<file path="src/rtl/exception_ctrl_if.sv">
// MEM-stage exception bus between the pipeline/CP0 side (master) and exception_ctrl (slave).
interface exception_ctrl_if;
  logic        valid_mem;
  logic [31:0] pc_mem;
  logic        in_delay_slot;
  logic        int_pending;
  logic        status_exl;
  logic        adel_if;
  logic        ri;
  logic        ov;
  logic        sys;
  logic        bp;
  logic        adel_mem;
  logic        ades_mem;
  logic [31:0] bad_addr;
  logic        eret;
  logic [31:0] epc_q;
  logic        exception_abort;
  logic [4:0]  exception_code;
  logic        bd_p;
  logic        epc_we;
  logic [31:0] epc_data;
  logic        badvaddr_we;
  logic [31:0] badvaddr_data;
  logic        exl_set;
  logic        exl_clr;
  logic        flush;
  logic        busy;
  logic        redirect_valid;
  logic [31:0] redirect_pc;
  logic        redirect_ready;

  modport slave (
    input  valid_mem, pc_mem, in_delay_slot, int_pending, status_exl, adel_if, ri, ov, sys, bp,
           adel_mem, ades_mem, bad_addr, eret, epc_q, redirect_ready,
    output exception_abort, exception_code, bd_p, epc_we, epc_data, badvaddr_we, badvaddr_data,
           exl_set, exl_clr, flush, busy, redirect_valid, redirect_pc
  );

  modport master (
    output valid_mem, pc_mem, in_delay_slot, int_pending, status_exl, adel_if, ri, ov, sys, bp,
           adel_mem, ades_mem, bad_addr, eret, epc_q, redirect_ready,
    input  exception_abort, exception_code, bd_p, epc_we, epc_data, badvaddr_we, badvaddr_data,
           exl_set, exl_clr, flush, busy, redirect_valid, redirect_pc
  );
endinterface

</file>
<file path="src/rtl/exception_ctrl.sv">
// CP0 exception controller: prioritises MEM-stage exceptions/ERET, pulses abort to cause_unit,
// writes EPC/BadVAddr, flushes the pipeline and hands a redirect target to fetch.
module exception_ctrl #(
  parameter logic [31:0] EXC_VECTOR   = 32'hBFC0_0380,
  parameter int unsigned FLUSH_CYCLES = 2
) (
  input logic              i_clk,
  input logic              i_rst,
  exception_ctrl_if.slave  bus
);

  typedef enum logic [1:0] {StIdle, StAbort, StFlush, StRedirect} state_e;

  state_e      r_state, w_state_nxt;
  logic [4:0]  r_code, w_code_nxt;
  logic        r_bd, w_bd_nxt;
  logic        r_epc_we, w_epc_we_nxt;
  logic [31:0] r_epc_data, w_epc_data_nxt;
  logic        r_bad_we, w_bad_we_nxt;
  logic [31:0] r_bad_data, w_bad_data_nxt;
  logic [31:0] r_redirect_pc, w_redirect_pc_nxt;
  logic [3:0]  r_flush_cnt, w_flush_cnt_nxt;
  logic        r_eret_first, w_eret_first_nxt;

  logic        w_exc;
  logic [4:0]  w_code;
  logic        w_addr_err;

  // Priority encoder; interrupts are masked while EXL is set.
  always_comb begin
    w_exc      = 1'b1;
    w_code     = 5'd0;
    w_addr_err = 1'b0;
    if (!bus.valid_mem) begin
      w_exc = 1'b0;
    end else if (bus.int_pending && !bus.status_exl) begin
      w_code = 5'd0;
    end else if (bus.adel_if) begin
      w_code     = 5'd4;
      w_addr_err = 1'b1;
    end else if (bus.ri) begin
      w_code = 5'd10;
    end else if (bus.ov) begin
      w_code = 5'd12;
    end else if (bus.sys) begin
      w_code = 5'd8;
    end else if (bus.bp) begin
      w_code = 5'd9;
    end else if (bus.adel_mem) begin
      w_code     = 5'd4;
      w_addr_err = 1'b1;
    end else if (bus.ades_mem) begin
      w_code     = 5'd5;
      w_addr_err = 1'b1;
    end else begin
      w_exc = 1'b0;
    end
  end

  always_comb begin
    w_state_nxt       = r_state;
    w_code_nxt        = r_code;
    w_bd_nxt          = r_bd;
    w_epc_we_nxt      = r_epc_we;
    w_epc_data_nxt    = r_epc_data;
    w_bad_we_nxt      = r_bad_we;
    w_bad_data_nxt    = r_bad_data;
    w_redirect_pc_nxt = r_redirect_pc;
    w_flush_cnt_nxt   = r_flush_cnt;
    w_eret_first_nxt  = r_eret_first;
    unique case (r_state)
      StIdle: begin
        if (w_exc) begin
          w_state_nxt       = StAbort;
          w_code_nxt        = w_code;
          w_bd_nxt          = bus.in_delay_slot;
          w_epc_we_nxt      = !bus.status_exl;
          w_epc_data_nxt    = bus.in_delay_slot ? bus.pc_mem - 32'd4 : bus.pc_mem;
          w_bad_we_nxt      = w_addr_err;
          w_bad_data_nxt    = bus.adel_if ? bus.pc_mem : bus.bad_addr;
          w_redirect_pc_nxt = EXC_VECTOR;
        end else if (bus.valid_mem && bus.eret) begin
          w_state_nxt       = StRedirect;
          w_redirect_pc_nxt = bus.epc_q;
          w_eret_first_nxt  = 1'b1;
        end
      end
      StAbort: begin
        w_state_nxt     = StFlush;
        w_flush_cnt_nxt = 4'(FLUSH_CYCLES - 1);
      end
      StFlush: begin
        if (r_flush_cnt == 4'd0) begin
          w_state_nxt = StRedirect;
        end else begin
          w_flush_cnt_nxt = r_flush_cnt - 4'd1;
        end
      end
      StRedirect: begin
        w_eret_first_nxt = 1'b0;
        if (bus.redirect_ready) begin
          w_state_nxt = StIdle;
        end
      end
      default: w_state_nxt = StIdle;
    endcase
  end

  always_ff @(posedge i_clk) begin
    if (i_rst) begin
      r_state       <= StIdle;
      r_code        <= 5'd0;
      r_bd          <= 1'b0;
      r_epc_we      <= 1'b0;
      r_epc_data    <= 32'd0;
      r_bad_we      <= 1'b0;
      r_bad_data    <= 32'd0;
      r_redirect_pc <= 32'd0;
      r_flush_cnt   <= 4'd0;
      r_eret_first  <= 1'b0;
    end else begin
      r_state       <= w_state_nxt;
      r_code        <= w_code_nxt;
      r_bd          <= w_bd_nxt;
      r_epc_we      <= w_epc_we_nxt;
      r_epc_data    <= w_epc_data_nxt;
      r_bad_we      <= w_bad_we_nxt;
      r_bad_data    <= w_bad_data_nxt;
      r_redirect_pc <= w_redirect_pc_nxt;
      r_flush_cnt   <= w_flush_cnt_nxt;
      r_eret_first  <= w_eret_first_nxt;
    end
  end

  // Outputs decode from registered state only; captured data is gated to its valid window.
  always_comb begin
    bus.exception_abort = (r_state == StAbort);
    bus.exception_code  = (r_state == StAbort) ? r_code : 5'd0;
    bus.bd_p            = (r_state == StAbort) && r_bd;
    bus.epc_we          = (r_state == StAbort) && r_epc_we;
    bus.epc_data        = (r_state == StAbort) ? r_epc_data : 32'd0;
    bus.badvaddr_we     = (r_state == StAbort) && r_bad_we;
    bus.badvaddr_data   = (r_state == StAbort) ? r_bad_data : 32'd0;
    bus.exl_set         = (r_state == StAbort);
    bus.exl_clr         = (r_state == StRedirect) && r_eret_first;
    bus.flush           = (r_state == StFlush) || ((r_state == StRedirect) && r_eret_first);
    bus.busy            = (r_state != StIdle);
    bus.redirect_valid  = (r_state == StRedirect);
    bus.redirect_pc     = (r_state == StRedirect) ? r_redirect_pc : 32'd0;
  end

endmodule

</file>
<file path="src/flat_wrapper.sv">
// flat-port wrapper written by rule: the top's interface ports become plain ports
module exception_ctrl_flat 
#(
  parameter logic [31:0] EXC_VECTOR   = 32'hBFC0_0380,
  parameter int unsigned FLUSH_CYCLES = 2
)
  (i_clk, i_rst, bus_valid_mem, bus_pc_mem, bus_in_delay_slot, bus_int_pending, bus_status_exl, bus_adel_if, bus_ri, bus_ov, bus_sys, bus_bp, bus_adel_mem, bus_ades_mem, bus_bad_addr, bus_eret, bus_epc_q, bus_redirect_ready, bus_exception_abort, bus_exception_code, bus_bd_p, bus_epc_we, bus_epc_data, bus_badvaddr_we, bus_badvaddr_data, bus_exl_set, bus_exl_clr, bus_flush, bus_busy, bus_redirect_valid, bus_redirect_pc);
  exception_ctrl_if bus_i ();
  input logic i_clk;
  input logic i_rst;
  input wire logic [$bits(bus_i.valid_mem)-1:0] bus_valid_mem;
  input wire logic [$bits(bus_i.pc_mem)-1:0] bus_pc_mem;
  input wire logic [$bits(bus_i.in_delay_slot)-1:0] bus_in_delay_slot;
  input wire logic [$bits(bus_i.int_pending)-1:0] bus_int_pending;
  input wire logic [$bits(bus_i.status_exl)-1:0] bus_status_exl;
  input wire logic [$bits(bus_i.adel_if)-1:0] bus_adel_if;
  input wire logic [$bits(bus_i.ri)-1:0] bus_ri;
  input wire logic [$bits(bus_i.ov)-1:0] bus_ov;
  input wire logic [$bits(bus_i.sys)-1:0] bus_sys;
  input wire logic [$bits(bus_i.bp)-1:0] bus_bp;
  input wire logic [$bits(bus_i.adel_mem)-1:0] bus_adel_mem;
  input wire logic [$bits(bus_i.ades_mem)-1:0] bus_ades_mem;
  input wire logic [$bits(bus_i.bad_addr)-1:0] bus_bad_addr;
  input wire logic [$bits(bus_i.eret)-1:0] bus_eret;
  input wire logic [$bits(bus_i.epc_q)-1:0] bus_epc_q;
  input wire logic [$bits(bus_i.redirect_ready)-1:0] bus_redirect_ready;
  output wire logic [$bits(bus_i.exception_abort)-1:0] bus_exception_abort;
  output wire logic [$bits(bus_i.exception_code)-1:0] bus_exception_code;
  output wire logic [$bits(bus_i.bd_p)-1:0] bus_bd_p;
  output wire logic [$bits(bus_i.epc_we)-1:0] bus_epc_we;
  output wire logic [$bits(bus_i.epc_data)-1:0] bus_epc_data;
  output wire logic [$bits(bus_i.badvaddr_we)-1:0] bus_badvaddr_we;
  output wire logic [$bits(bus_i.badvaddr_data)-1:0] bus_badvaddr_data;
  output wire logic [$bits(bus_i.exl_set)-1:0] bus_exl_set;
  output wire logic [$bits(bus_i.exl_clr)-1:0] bus_exl_clr;
  output wire logic [$bits(bus_i.flush)-1:0] bus_flush;
  output wire logic [$bits(bus_i.busy)-1:0] bus_busy;
  output wire logic [$bits(bus_i.redirect_valid)-1:0] bus_redirect_valid;
  output wire logic [$bits(bus_i.redirect_pc)-1:0] bus_redirect_pc;
  assign bus_i.valid_mem = bus_valid_mem;
  assign bus_i.pc_mem = bus_pc_mem;
  assign bus_i.in_delay_slot = bus_in_delay_slot;
  assign bus_i.int_pending = bus_int_pending;
  assign bus_i.status_exl = bus_status_exl;
  assign bus_i.adel_if = bus_adel_if;
  assign bus_i.ri = bus_ri;
  assign bus_i.ov = bus_ov;
  assign bus_i.sys = bus_sys;
  assign bus_i.bp = bus_bp;
  assign bus_i.adel_mem = bus_adel_mem;
  assign bus_i.ades_mem = bus_ades_mem;
  assign bus_i.bad_addr = bus_bad_addr;
  assign bus_i.eret = bus_eret;
  assign bus_i.epc_q = bus_epc_q;
  assign bus_i.redirect_ready = bus_redirect_ready;
  assign bus_exception_abort = bus_i.exception_abort;
  assign bus_exception_code = bus_i.exception_code;
  assign bus_bd_p = bus_i.bd_p;
  assign bus_epc_we = bus_i.epc_we;
  assign bus_epc_data = bus_i.epc_data;
  assign bus_badvaddr_we = bus_i.badvaddr_we;
  assign bus_badvaddr_data = bus_i.badvaddr_data;
  assign bus_exl_set = bus_i.exl_set;
  assign bus_exl_clr = bus_i.exl_clr;
  assign bus_flush = bus_i.flush;
  assign bus_busy = bus_i.busy;
  assign bus_redirect_valid = bus_i.redirect_valid;
  assign bus_redirect_pc = bus_i.redirect_pc;
  exception_ctrl #(.EXC_VECTOR(EXC_VECTOR), .FLUSH_CYCLES(FLUSH_CYCLES)) u_core (.i_clk(i_clk), .i_rst(i_rst), .bus(bus_i));
endmodule
</file>
<file path="config.mk">
export PLATFORM = sky130hd
export DESIGN_NAME = exception_ctrl_flat
export DESIGN_NICKNAME = d
export VERILOG_FILES = /design/src/rtl/exception_ctrl_if.sv /design/src/rtl/exception_ctrl.sv /design/src/flat_wrapper.sv
export SDC_FILE = /design/constraint.sdc
export NUM_CORES = 1
export LEC_CHECK = 0
export BUFFER_PORTS_ARGS = -buffer_cell sky130_fd_sc_hd__buf_2
export CAP_MARGIN = 20
export CORE_MARGIN = 4
export CORE_UTILIZATION = 35
export DETAILED_ROUTE_END_ITERATION = 8
export SYNTH_ARGS = -nofsm -noshare
export SYNTH_HDL_FRONTEND = slang
export SYNTH_SLANG_ARGS = --single-unit
</file>
<file path="constraint.sdc">
create_clock -name i_clk -period 5 [get_ports i_clk]
set_clock_uncertainty 0.2 [all_clocks]
set_input_delay 0.5 -clock i_clk [delete_from_list [all_inputs] [get_ports i_clk]]
set_output_delay 0.5 -clock i_clk [all_outputs]
set_load 0.005 [all_outputs]
</file>
==> impl_metrics.py <==
metrics = {
    "yosys": {
        "ys_types": 41,
        "synth_top_area_share_pct": 39.7,
        "syn-num-nets": 768,
        "synth_largest_area_cell": "dfxtp_1",
        "syn_avg_cell_area_sq_um": 8.54,
        "syn_area_sq_um": 5550,
        "async_flop_share_pct": 0,
        "synth.area.top_cells": "dfxtp_1, and2_1, a211oi_1",
        "synth-edff-count": 0,
        "syn_inst": 649,
        "synth_seq_cells": 110,
        "yosysWarnings": 0,
        "yosysSeqAreaShare_pct": 39.7,
        "synth_ff_type": "dfxtp_1",
    },
    "detailed_routing": {
        "antenna_left": 0,
        "drtIter0Drc": 161,
        "wl_mm": 15.4,
        "drc": 0,
        "routedWlPerCell_microns": 14.6,
        "dr.pass1.iters": 4,
        "via_per_inst": 4.84,
        "vias": 5091,
    },
    "clocking": {
        "post_cts_buffers": 0,
        "cts_resized": 0,
        "root_buffer": "clkbuf_16",
        "cts.sinks": 110,
        "cts_htree_levels": 3,
        "clock_latency_ns": 0.34,
        "cts_buffers": 9,
        "cts_hold_buf": 0,
        "cts_buffer_depth": 2,
        "cts_tree": "built",
        "clkSlewWorstSetupHoldPaths_ns": 0.08,
    },
    "setup_path": {
        "reg2reg_to": "u_core.r_epc_data[31]$_SDFFE_PP0P_",
        "worst-path-buf-inv": 3,
        "crit_family": "buffers and inverters",
        "ff2ff_path_depth": 8,
        "rrSetupSlack_ns": 2.15,
        "arrival_ns": 2.91,
        "cp_slowest_cell": "buf_4",
        "path_cells": "inv_1 > ha_1 > nand2_1 > nor2_4 > buf_4 > buf_4 > nor2_1 > a311oi_2",
        "crit_required_ns": 5.06,
        "max_stage_delay_ns": 0.67,
        "path_class": "flip-flop to flip-flop",
        "crit_top_cell": "buf_4",
        "cp-start-kind": "flip-flop",
        "r2r_start": "u_core.r_state[0]$_SDFFE_PP0P_",
        "cp-end-kind": "flip-flop",
        "crit_fanout": 79,
    },
    "power": {
        "power_uw": 2870,
        "leakage_uw": 0.00323,
        "p_per_area_nw_per_um2": 405,
        "irDropWorstVdd_uv": 263,
    },
    "floorplan": {
        "rows": 45,
        "pin_count": 221,
        "core_area_sq_um": 15400,
        "fp.dieW_microns": 134,
        "start_util_pct": 36.1,
        "dieArea_sq_um": 17900,
        "die_h_microns": 134,
    },
    "worst_hold_path": {
        "holdPathStages": 2,
        "hold_start": "bus_status_exl",
        "holdPathEnd": "u_core.r_epc_we$_SDFFE_PP0P_",
        "hp-class": "input port to flip-flop",
    },
    "cells_and_area": {
        "area_growth_pct": 27.9,
        "final_cell_mix": "buf_2, dfxtp_1, and2_1",
        "diodes": 0,
        "final_layout_size_suffix_gt1_share_pct": 30.3,
        "fill_cells": 1572,
        "finalNetCount": 955,
        "final_common_cell": "buf_2",
    },
    "global_route": {
        "antenna_found_initial": 1,
        "grt_max_degree": 92,
        "grt_usage_pct": 16.6,
        "grt_pass1_vias": 4846,
        "overflow": 0,
        "grt_pass1_wl_mm": 24.2,
    },
    "timing": {
        "fmax_mhz": 351,
        "slew_viol_final": 0,
        "worst_slew_pin_slew_ns": 1.03,
        "setup_tns_ns": 0,
        "setup-violations-final": 0,
        "fin_crit_ns": 2.85,
        "slew_headroom_pct": 31.4,
        "min_period_over_period_pct": 57.0,
        "hold_viol": 0,
        "rsz0062_at_grt": "false",
    },
    "placement": {
        "portBuffers": 219,
        "dp_hpwl_mm": 11.0,
        "gp_congestion": 0.744,
    },
    "outcome": {
        "outcome": "complete, no violations",
    },
    "job": {
        "cap_violations": 0,
    },
}
==> worst max path at each step <==
stage	startpoint	to	slack, ns	cells past startpoint
final	u_core.r_state[0]$_SDFFE_PP0P_	u_core.r_epc_data[31]$_SDFFE_PP0P_	2.15	8
after global routing	u_core.r_state[1]$_SDFFE_PP0P_	u_core.r_bad_data[20]$_SDFFE_PP0P_	1.83	8
after CTS	bus_ri	u_core.r_redirect_pc[13]$_SDFFE_PP0P_	2.13	7
after detailed placement	bus_ri	u_core.r_redirect_pc[13]$_SDFFE_PP0P_	1.78	7
after global placement	bus_ri	u_core.r_redirect_pc[19]$_SDFFE_PP0P_	1.36	6
after floorplan	bus_pc_mem[26]	u_core.r_epc_data[31]$_SDFFE_PP0P_	2.56	4
==> logic make-up (layout without fill, tap and decap cells) <==
family / after synthesis / in the layout / synth area share, %
muxes: 33 / 33 / 5.96
adders and majority gates: 8 / 8 / 1.81
xor gates and xnor gates: 29 / 29 / 4.58
DFF: 110 / 110 / 39.7
AOI/OAI and AO/OA: 109 / 109 / 14.8
buffers and inverters: 61 / 253 / 4.54
other: 1 / 1 / 0.0676
and+or+nand+nor: 298 / 298 / 28.6
==> power breakdown <==
part / switching [uW] / internal [uW] / total [uW] / leakage, uW
clock network: 332 / 457 / 789 / 0.000163
registers: 85.1 / 1060 / 1150 / 0.000904
logic: 557 / 380 / 938 / 0.00216
==> state kept, by name (all words and copies together), names as in the netlist <==
name	flops
u_core.r_bad_data	32
u_core.r_epc_data	32
u_core.r_redirect_pc	32
u_core.r_code	4
u_core.r_flush_cnt	4
u_core.r_state	2
u_core.r_bad_we	1
u_core.r_bd	1
u_core.r_epc_we	1
u_core.r_eret_first	1
==> cells in the mapped netlist, types with 12 or more instances <==
master / n
mux2i_1: 33
nand2_1: 19
nor4_1: 12
a211oi_1: 62
dfxtp_1: 110
a21oi_1: 14
buf_2: 12
nor3_1: 23
clkbuf_1: 37
nor2_1: 103
a22o_1: 20
and2_1: 105
xnor2_1: 20
==> cell type report <==
| type | instances | area (sq um) | share of cell area [%] |
|---|---|---|---|
| inverter | 10 | 37.5 | 0.529 |
| clock buffer | 10 | 239 | 3.37 |
| sequential | 110 | 2200 | 31.0 |
| tap | 211 | 264 | 3.72 |
| timing repair buffer | 227 | 1160 | 16.3 |
| clock inverter | 6 | 91.3 | 1.29 |
| multi-input combinational | 478 | 3100 | 43.7 |
==> metal layers <==
| layer | vias up | wire length (microns) | part of all wire, % | GRT usage (%) |
|---|---|---|---|---|
| met4 | 2 | 130 | 0.85 | 3.66 |
| li1 | 2626 | - | - | - |
| met3 | 11 | 1370 | 8.9 | 6.08 |
| met5 | - | 12 | 0.078 | 0 |
| met2 | 175 | 6860 | 45 | 26.8 |
| met1 | 2277 | 6990 | 46 | 21.3 |
==> metrics by stage <==
stage	setup slack, ns	cells	utilization (%)	hold WS [ns]	area [sq um]
finish	2.15	1052	46.2	0.155	7090
detailed placement	1.78	1035	44.0	0.242	6760
global route	1.83	1052	46.2	0.147	7090
floorplan	2.56	649	-	0.227	5550
CTS	2.13	1051	46.1	0.138	7090
global placement	1.36	1034	43.9	0.238	6750
(Power assumes the default switching activity.)
